[config.mk]
export PLATFORM = sky130hd
export DESIGN_NAME = uart_mem_loader
export DESIGN_NICKNAME = d
export VERILOG_FILES = /design/src/rtl/uart_mem_loader.sv
export SDC_FILE = /design/constraint.sdc
export NUM_CORES = 2
export LEC_CHECK = 0
export CORE_ASPECT_RATIO = 0.6
export CORE_MARGIN = 5
export CORE_UTILIZATION = 40
export DETAILED_ROUTE_END_ITERATION = 12
export PLACE_DENSITY = 0.64
export SYNTH_ARGS = -nofsm -noshare
export SYNTH_HDL_FRONTEND = slang
export SYNTH_SLANG_ARGS = --single-unit
export TNS_END_PERCENT = 100
[constraint.sdc]
create_clock -name clk -period 6.38 [get_ports clk]
set_input_delay 1.276 -clock clk [delete_from_list [all_inputs] [get_ports clk]]
set_output_delay 1.276 -clock clk [all_outputs]
set_load 0.05 [all_outputs]
[src/rtl/uart_mem_loader.sv]
// uart_mem_loader
//   Single-clock RAM filled from a UART RX byte stream, zero-cleared on
//   request, browsed by switch address or auto-scanned for display.
//
// Ports
//   clk        system clock
//   rst_n      asynchronous active-low reset
//   rx_valid   one-cycle strobe, rx_data holds a received byte
//   rx_data    received byte
//   mode       00 browse, 01 scan, 10 load, 11 clear
//   sel_addr   switch address (browse address / scan start)
//   rd_addr    address currently displayed
//   rd_data    RAM word at rd_addr (one cycle behind rd_addr)
//   busy       high while a clear is running
//   load_done  one-cycle pulse after the last address is written in load
//
// Write-side FSM
//   state    | meaning
//   ---------+-----------------------------------------------------------
//   ST_IDLE  | no writes; waits for mode 10 (load) or a fresh mode 11
//   ST_LOAD  | assembling LSB-first words from rx bytes, writing waddr++
//   ST_CLEAR | writing zero to every address, one per cycle, busy high
//
// Read side is independent of the FSM and follows mode directly, so a
// load or clear in progress is visible live at rd_addr.

module uart_mem_loader #(
  parameter int DATA_W   = 10,
  parameter int ADDR_W   = 8,
  parameter int SCAN_DIV = 50_000_000
) (
  input  logic              clk,
  input  logic              rst_n,
  input  logic              rx_valid,
  input  logic [7:0]        rx_data,
  input  logic [1:0]        mode,
  input  logic [ADDR_W-1:0] sel_addr,
  output logic [ADDR_W-1:0] rd_addr,
  output logic [DATA_W-1:0] rd_data,
  output logic              busy,
  output logic              load_done
);

  localparam int DEPTH  = 1 << ADDR_W;
  localparam int NBYTES = (DATA_W + 7) / 8;
  localparam int WB     = NBYTES * 8;
  localparam int BIDX_W = (NBYTES > 1) ? $clog2(NBYTES) : 1;
  localparam int DIV_W  = (SCAN_DIV > 1) ? $clog2(SCAN_DIV) : 1;

  localparam logic [1:0] MODE_BROWSE = 2'b00;
  localparam logic [1:0] MODE_SCAN   = 2'b01;
  localparam logic [1:0] MODE_LOAD   = 2'b10;
  localparam logic [1:0] MODE_CLEAR  = 2'b11;

  localparam logic [BIDX_W-1:0] LAST_BYTE = BIDX_W'(NBYTES - 1);
  localparam logic [DIV_W-1:0]  DIV_LOAD  = DIV_W'(SCAN_DIV - 1);

  typedef enum logic [1:0] {
    ST_IDLE  = 2'd0,
    ST_LOAD  = 2'd1,
    ST_CLEAR = 2'd2
  } state_t;

  state_t              state_q, state_d;
  logic [1:0]          mode_q;
  logic [ADDR_W-1:0]   waddr_q, waddr_d;
  logic [BIDX_W-1:0]   byte_idx_q, byte_idx_d;
  logic [WB-1:0]       word_q, word_d;
  logic                busy_q, busy_d;
  logic                load_done_q, load_done_d;
  logic                clr_lock_q, clr_lock_d;
  logic [ADDR_W-1:0]   rd_addr_q, rd_addr_d;
  logic [DIV_W-1:0]    div_q, div_d;
  logic [DATA_W-1:0]   rd_data_q;

  logic                we;
  logic [DATA_W-1:0]   wdata;

  logic [DATA_W-1:0]   mem [DEPTH];

  // Write side: load / clear sequencing
  always_comb begin
    state_d     = state_q;
    waddr_d     = waddr_q;
    byte_idx_d  = byte_idx_q;
    word_d      = word_q;
    busy_d      = busy_q;
    load_done_d = 1'b0;
    clr_lock_d  = clr_lock_q;
    we          = 1'b0;
    wdata       = '0;

    // A clear only re-arms once mode has been seen away from 11 outside a
    // clear, so holding 11 after completion does not start another pass.
    if (state_q != ST_CLEAR && mode != MODE_CLEAR) clr_lock_d = 1'b0;

    case (state_q)
      ST_IDLE: begin
        if (mode == MODE_LOAD) begin
          state_d    = ST_LOAD;
          waddr_d    = '0;
          byte_idx_d = '0;
          word_d     = '0;
        end else if (mode == MODE_CLEAR && !clr_lock_q) begin
          state_d    = ST_CLEAR;
          waddr_d    = '0;
          busy_d     = 1'b1;
          clr_lock_d = 1'b1;
        end
      end

      ST_LOAD: begin
        if (mode != MODE_LOAD) begin
          // partial word is dropped; nothing is written from it
          state_d    = ST_IDLE;
          byte_idx_d = '0;
        end else if (rx_valid) begin
          // shift right so the first byte of a word lands in the low byte
          word_d = WB'({rx_data, word_q} >> 8);
          if (byte_idx_q == LAST_BYTE) begin
            we         = 1'b1;
            wdata      = word_d[DATA_W-1:0];
            waddr_d    = waddr_q + 1'b1;
            byte_idx_d = '0;
            if (waddr_q == '1) load_done_d = 1'b1;
          end else begin
            byte_idx_d = byte_idx_q + 1'b1;
          end
        end
      end

      ST_CLEAR: begin
        we      = 1'b1;
        wdata   = '0;
        waddr_d = waddr_q + 1'b1;
        if (waddr_q == '1) begin
          state_d = ST_IDLE;
          busy_d  = 1'b0;
        end
      end

      default: state_d = ST_IDLE;
    endcase
  end

  // Read side: browse / scan address generation
  always_comb begin
    rd_addr_d = rd_addr_q;
    div_d     = div_q;
    case (mode)
      MODE_BROWSE: rd_addr_d = sel_addr;
      MODE_SCAN: begin
        if (mode_q != MODE_SCAN) begin
          rd_addr_d = sel_addr;
          div_d     = DIV_LOAD;
        end else if (div_q == '0) begin
          rd_addr_d = rd_addr_q + 1'b1;
          div_d     = DIV_LOAD;
        end else begin
          div_d = div_q - 1'b1;
        end
      end
      default: rd_addr_d = rd_addr_q;
    endcase
  end

  always_ff @(posedge clk or negedge rst_n) begin
    if (!rst_n) begin
      state_q     <= ST_IDLE;
      mode_q      <= MODE_BROWSE;
      waddr_q     <= '0;
      byte_idx_q  <= '0;
      word_q      <= '0;
      busy_q      <= 1'b0;
      load_done_q <= 1'b0;
      clr_lock_q  <= 1'b0;
      rd_addr_q   <= '0;
      div_q       <= '0;
      rd_data_q   <= '0;
    end else begin
      state_q     <= state_d;
      mode_q      <= mode;
      waddr_q     <= waddr_d;
      byte_idx_q  <= byte_idx_d;
      word_q      <= word_d;
      busy_q      <= busy_d;
      load_done_q <= load_done_d;
      clr_lock_q  <= clr_lock_d;
      rd_addr_q   <= rd_addr_d;
      div_q       <= div_d;
      rd_data_q   <= mem[rd_addr_q];
    end
  end

  // RAM array has no reset; a same-address write returns old data on read.
  always_ff @(posedge clk) begin
    if (we) mem[waddr_q] <= wdata;
  end

  assign rd_addr   = rd_addr_q;
  assign rd_data   = rd_data_q;
  assign busy      = busy_q;
  assign load_done = load_done_q;

endmodule

==> results.txt <==
The tools report the number of nets with antenna violations after routing as 0. The number of buffers and inverters on the critical path was 1; the die height was 401.1 microns. In this run, distinct cell masters in the synthesized netlist total 70. The final hold violation count was 0; the count of flip-flops with a built-in enable after synthesis was 2560.

Summing over every cut layer, the via total after detailed routing is 54170. A synthesized cell averages 20.43 sq um. Wires add up to 298600 microns. The synthesized design devotes to its leading area cell type 75.38% of total area. Static timing analysis puts the maximum clock frequency at 196.2 MHz. At the pin with the least slew margin, the transition time is 1532 ps. After technology mapping, the gate count stands at 4991.

The cell sitting at the root of the clock tree is a sky130_fd_sc_hd__clkbuf_16. The cell with the most instances on the worst path is sky130_fd_sc_hd__nand2_1. The share of the yosys chip area belonging to registers is 77.05%, and the total number of H-tree levels is 4.

The flow ran to the end, but the final reports show violations. Gates resized during post-CTS repair numbered 0. The core region area is 0.2534 sq mm. Post-CTS timing repair inserted 0 buffers for setup. In the global route stage, met3 resource usage came out at 10.62%. The synthesized netlist occupies a cell area of 0.1020 sq mm.

For this run, global-route usage on met2 was measured as 28.73%. Counting flops with an async set or reset pin after synthesis yields a share of 2.588%. The total overflow left after global routing is 0. The initial utilization of the core area, before any placement, comes to 40.25%. Setup repair after global routing left no endpoint under its margin.

The final reports fail on capacitance limit, slew limit. STA classifies the critical path endpoint as a flop. The clock buffer count from CTS came out at 229.

The via density per instance was 6.089; the required time reported for the critical path endpoint was 6860 ps. Power comes to 36.94 mW. The final cycle utilization of the critical path came out at 79.89%.

Broken down by cell family, the worst path's largest delay share belongs to simple AND/OR/NAND/NOR gates. The later-pin clock latency in the skew report is 910 ps. The part of the power in registers was 51.3%; the global-route wire length before repair was 415200 microns.

In the global route stage, met1 resource usage came out at 32.89%. The tools report the number of placed cells counting well taps as 8476. Yosys printed 0 warnings. The worst-case IR drop observed on VDD is 263.5 uV.

Along the worst path, the maximum fanout reaches 16. Dividing total power by cell area gives a power density of 318.5 mW/mm^2. sky130_fd_sc_hd__edfxtp_1 takes more of the synthesized area than any other cell.

The slowest stage of the critical path belongs to the cell sky130_fd_sc_hd__nor3b_1. The number of hold buffers added after CTS was 0. The signal on the critical path passes through clkdlybuf4s50_1 > and4b_1 > a21o_1 > nand2_1 > nor3b_1 > nand2_1 > nor2_1. Among all flip-flop cells after synthesis, the most frequent one is sky130_fd_sc_hd__edfxtp_1.

TritonCTS built the clock tree. Cells with a size suffix above 1 make up 23.32% of the layout. The layout has 21060 filler cells. The count of nets after finishing came out at 5331. The die is 661.9 microns wide.

Once layout is complete, the utilization of the core stands at 45.79%. The net switching power figure came out at 9.095 mW. The final instance area was 0.1160 sq mm.

Worst slack on hold paths: 312.1 ps. After detailed placement, the total cell area comes to 0.1086 sq mm. The number of core rows was 143.

For the number of global-route vias before repair, the log shows 51710. Headroom to the max-slew limit came out at -3.215%. The longest clock path from root to sink contains 4 buffers. The worst path needs 5097 ps of the cycle, external delays included. Entering global routing, the biggest net connects 171 pins. The congestion estimate from routability-driven global placement came to 0.9177. Worst clock skew on the final layout: 77.47 ps.

Prior to clock tree synthesis, the placed netlist has a worst setup slack of 348.5 ps. Setup violations remaining at the end of the flow were counted as 0. The worst path meets setup with 1283 ps of slack.

Cell internal power was estimated by the tool at 27.85 mW. The run gives 1 as the count of maximum capacitance violations. In the post-synthesis netlist, the biggest area contributors are sky130_fd_sc_hd__edfxtp_1 (75%), sky130_fd_sc_hd__mux4_2 (12%), sky130_fd_sc_hd__mux2i_1 (2.6%). The tools report the combinational fraction of design power as 10.8%. After synthesis the netlist holds a flip-flop and latch count of 2628. The tools report the number of max-slew violations in the final report as 2.

Of the total power, the share spent switching nets is 24.62%. The pre-antenna-repair detailed-routing pass consisted of 8 iterations. The detailed router finished its first iteration with 9106 violations. When the netlist entered floorplanning its net count stood at 5022. The die covers 0.2655 sq mm. The critical path is of the input pin to flop type. The layout overhead on the synthesized area is 13.75%.

Final cell count without fillers: 8897. The number of I/O port buffers came out at 40. The type of the most critical hold path is input pin to async pin.

Across every metal layer, demand over resource in global routing totals 22.06%. The top-level port count is 41. The startpoint class of the critical path was an input pin. Detailed placement ended at an HPWL of 186300 microns.

Adding up every negative setup slack in the final design gives 0 ps. At the worst endpoint, the arrival time is 5580 ps. Clock-pin slew was measured on the worst setup and hold paths at 70 ps. The clock drives 2628 sinks.

The clock network is responsible for 38.0% of the overall power. After detailed routing, the average wire length per cell comes to 33.56 microns. The layer carrying the most global-route usage is met1.

For this design the static power due to leakage is 30.26 nW. Number of antenna violations at the first check in global routing: 15. On the worst path, the slowest cell contributes a delay of 1140 ps. The remaining design rule violation count is 0.
==> worst paths after layout <==
check,slack (ps),cells after the start,endpoint,startpoint
worst max-delay path,1280,7,mem[155][7],mode[1]
worst min-delay path,310,1,div_q[25],rst_n
min in group clk,490,1,div_q[10],div_q[10]
max in group asynchronous,4950,2,rd_addr[3],rst_n
worst max register to register,1590,8,mem[155][7],state_q[1]
worst min register to register,490,1,div_q[10],div_q[10]
==> synth_stat cells, types with 5 or more instances <==
| master | n |
|---|---|
| sky130_fd_sc_hd__nand2b_1 | 8 |
| sky130_fd_sc_hd__nand4_1 | 11 |
| sky130_fd_sc_hd__o31ai_1 | 10 |
| sky130_fd_sc_hd__buf_1 | 35 |
| sky130_fd_sc_hd__mux2i_1 | 267 |
| sky130_fd_sc_hd__nor2b_1 | 17 |
| sky130_fd_sc_hd__nor3_1 | 20 |
| sky130_fd_sc_hd__a21oi_1 | 89 |
| sky130_fd_sc_hd__ha_1 | 10 |
| sky130_fd_sc_hd__a22o_1 | 36 |
| sky130_fd_sc_hd__and2_1 | 6 |
| sky130_fd_sc_hd__nor3b_1 | 7 |
| sky130_fd_sc_hd__mux4_2 | 538 |
| sky130_fd_sc_hd__a211oi_1 | 31 |
| sky130_fd_sc_hd__nand3b_1 | 7 |
| sky130_fd_sc_hd__nor2_1 | 314 |
| sky130_fd_sc_hd__a31oi_1 | 18 |
| sky130_fd_sc_hd__o32ai_1 | 8 |
| sky130_fd_sc_hd__inv_1 | 19 |
| sky130_fd_sc_hd__a221o_1 | 5 |
| sky130_fd_sc_hd__mux2_2 | 10 |
| sky130_fd_sc_hd__buf_2 | 66 |
| sky130_fd_sc_hd__a221oi_1 | 57 |
| sky130_fd_sc_hd__a311oi_1 | 8 |
| sky130_fd_sc_hd__a31o_2 | 6 |
| sky130_fd_sc_hd__or3_1 | 6 |
| sky130_fd_sc_hd__o22a_1 | 9 |
| sky130_fd_sc_hd__clkbuf_1 | 180 |
| sky130_fd_sc_hd__o22ai_1 | 27 |
| sky130_fd_sc_hd__nor4_1 | 7 |
| sky130_fd_sc_hd__o221ai_1 | 26 |
| sky130_fd_sc_hd__a2111oi_0 | 6 |
| sky130_fd_sc_hd__edfxtp_1 | 2560 |
| sky130_fd_sc_hd__and3_1 | 14 |
| sky130_fd_sc_hd__dfrtp_1 | 68 |
| sky130_fd_sc_hd__nand2_1 | 144 |
| sky130_fd_sc_hd__nand3_1 | 28 |
| sky130_fd_sc_hd__a211o_1 | 11 |
| sky130_fd_sc_hd__a22oi_1 | 110 |
| sky130_fd_sc_hd__o211ai_1 | 10 |
| sky130_fd_sc_hd__o21ai_0 | 95 |
| sky130_fd_sc_hd__buf_4 | 23 |
==> layout make-up <==
cell class                 instances  area (sq um)  area share [%]
inverter                          19         76.32         0.06579
timing repair buffer             383          3436           2.962
clock inverter                   126          1292           1.114
tap                             3407          4263           3.675
antenna                           10         25.02         0.02157
sequential                      2628         78600           67.75
multi-input combinational       2039         22220           19.15
clock buffer                     285          6095           5.254
==> cells in the final DEF, fill, tap and decap left out, drive strengths merged, types with 11 or more instances in the layout <==
cell and instances:
nand2 144, mux2i 267, clkdlybuf4s50 39, o21ai 96, dfrtp 68, nor3 21
nand3 28, clkbuf 285, a211oi 31, mux4 538, bufinv 26, clkinv 91
edfxtp 2560, o221ai 26, nand4 11, a31oi 18, o22ai 27, a21oi 89
nor2 314, buf 344, a22o 36, a22oi 110, and3 14, inv 22
a211o 11, a221oi 57, nor2b 17
==> metal layers <==
metal,part of all wire (%),vias up
li1,-,21430
met1,40,28410
met2,40,3866
met3,17,465
met5,0.0087,-
met4,2.8,4
==> state kept, by name (all words and copies together), names as in the netlist, 2 cells and up <==
signal / count
rd_addr: 8
mem: 2560
rd_data: 10
state_q: 2
mode_q: 2
waddr_q: 8
word_q: 8
div_q: 26
==> power by group through the flow <==
| stage | sequential (mW) | clock (mW) | combinational, mW |
|---|---|---|---|
| floorplan | 19.3 | 0 | 2.26 |
| global route | 18.9 | 15.0 | 4.10 |
| finish | 18.9 | 14.0 | 3.98 |
| CTS | 18.9 | 14.2 | 3.89 |
| global placement | 19.3 | 0 | 3.87 |
| detailed placement | 19.3 | 0 | 3.88 |
==> cells by family after synthesis <==
logic type	share of synthesized area (%)
XOR/XNOR	0.03435
buffers and inverters	1.366
flip-flops	77.05
adder cells (fa/ha/maj)	0.1227
multiplexers	14.61
AO/OA/AOI/OAI	4.157
AND/OR/NAND/NOR	2.658
(Power assumes the default switching activity.)
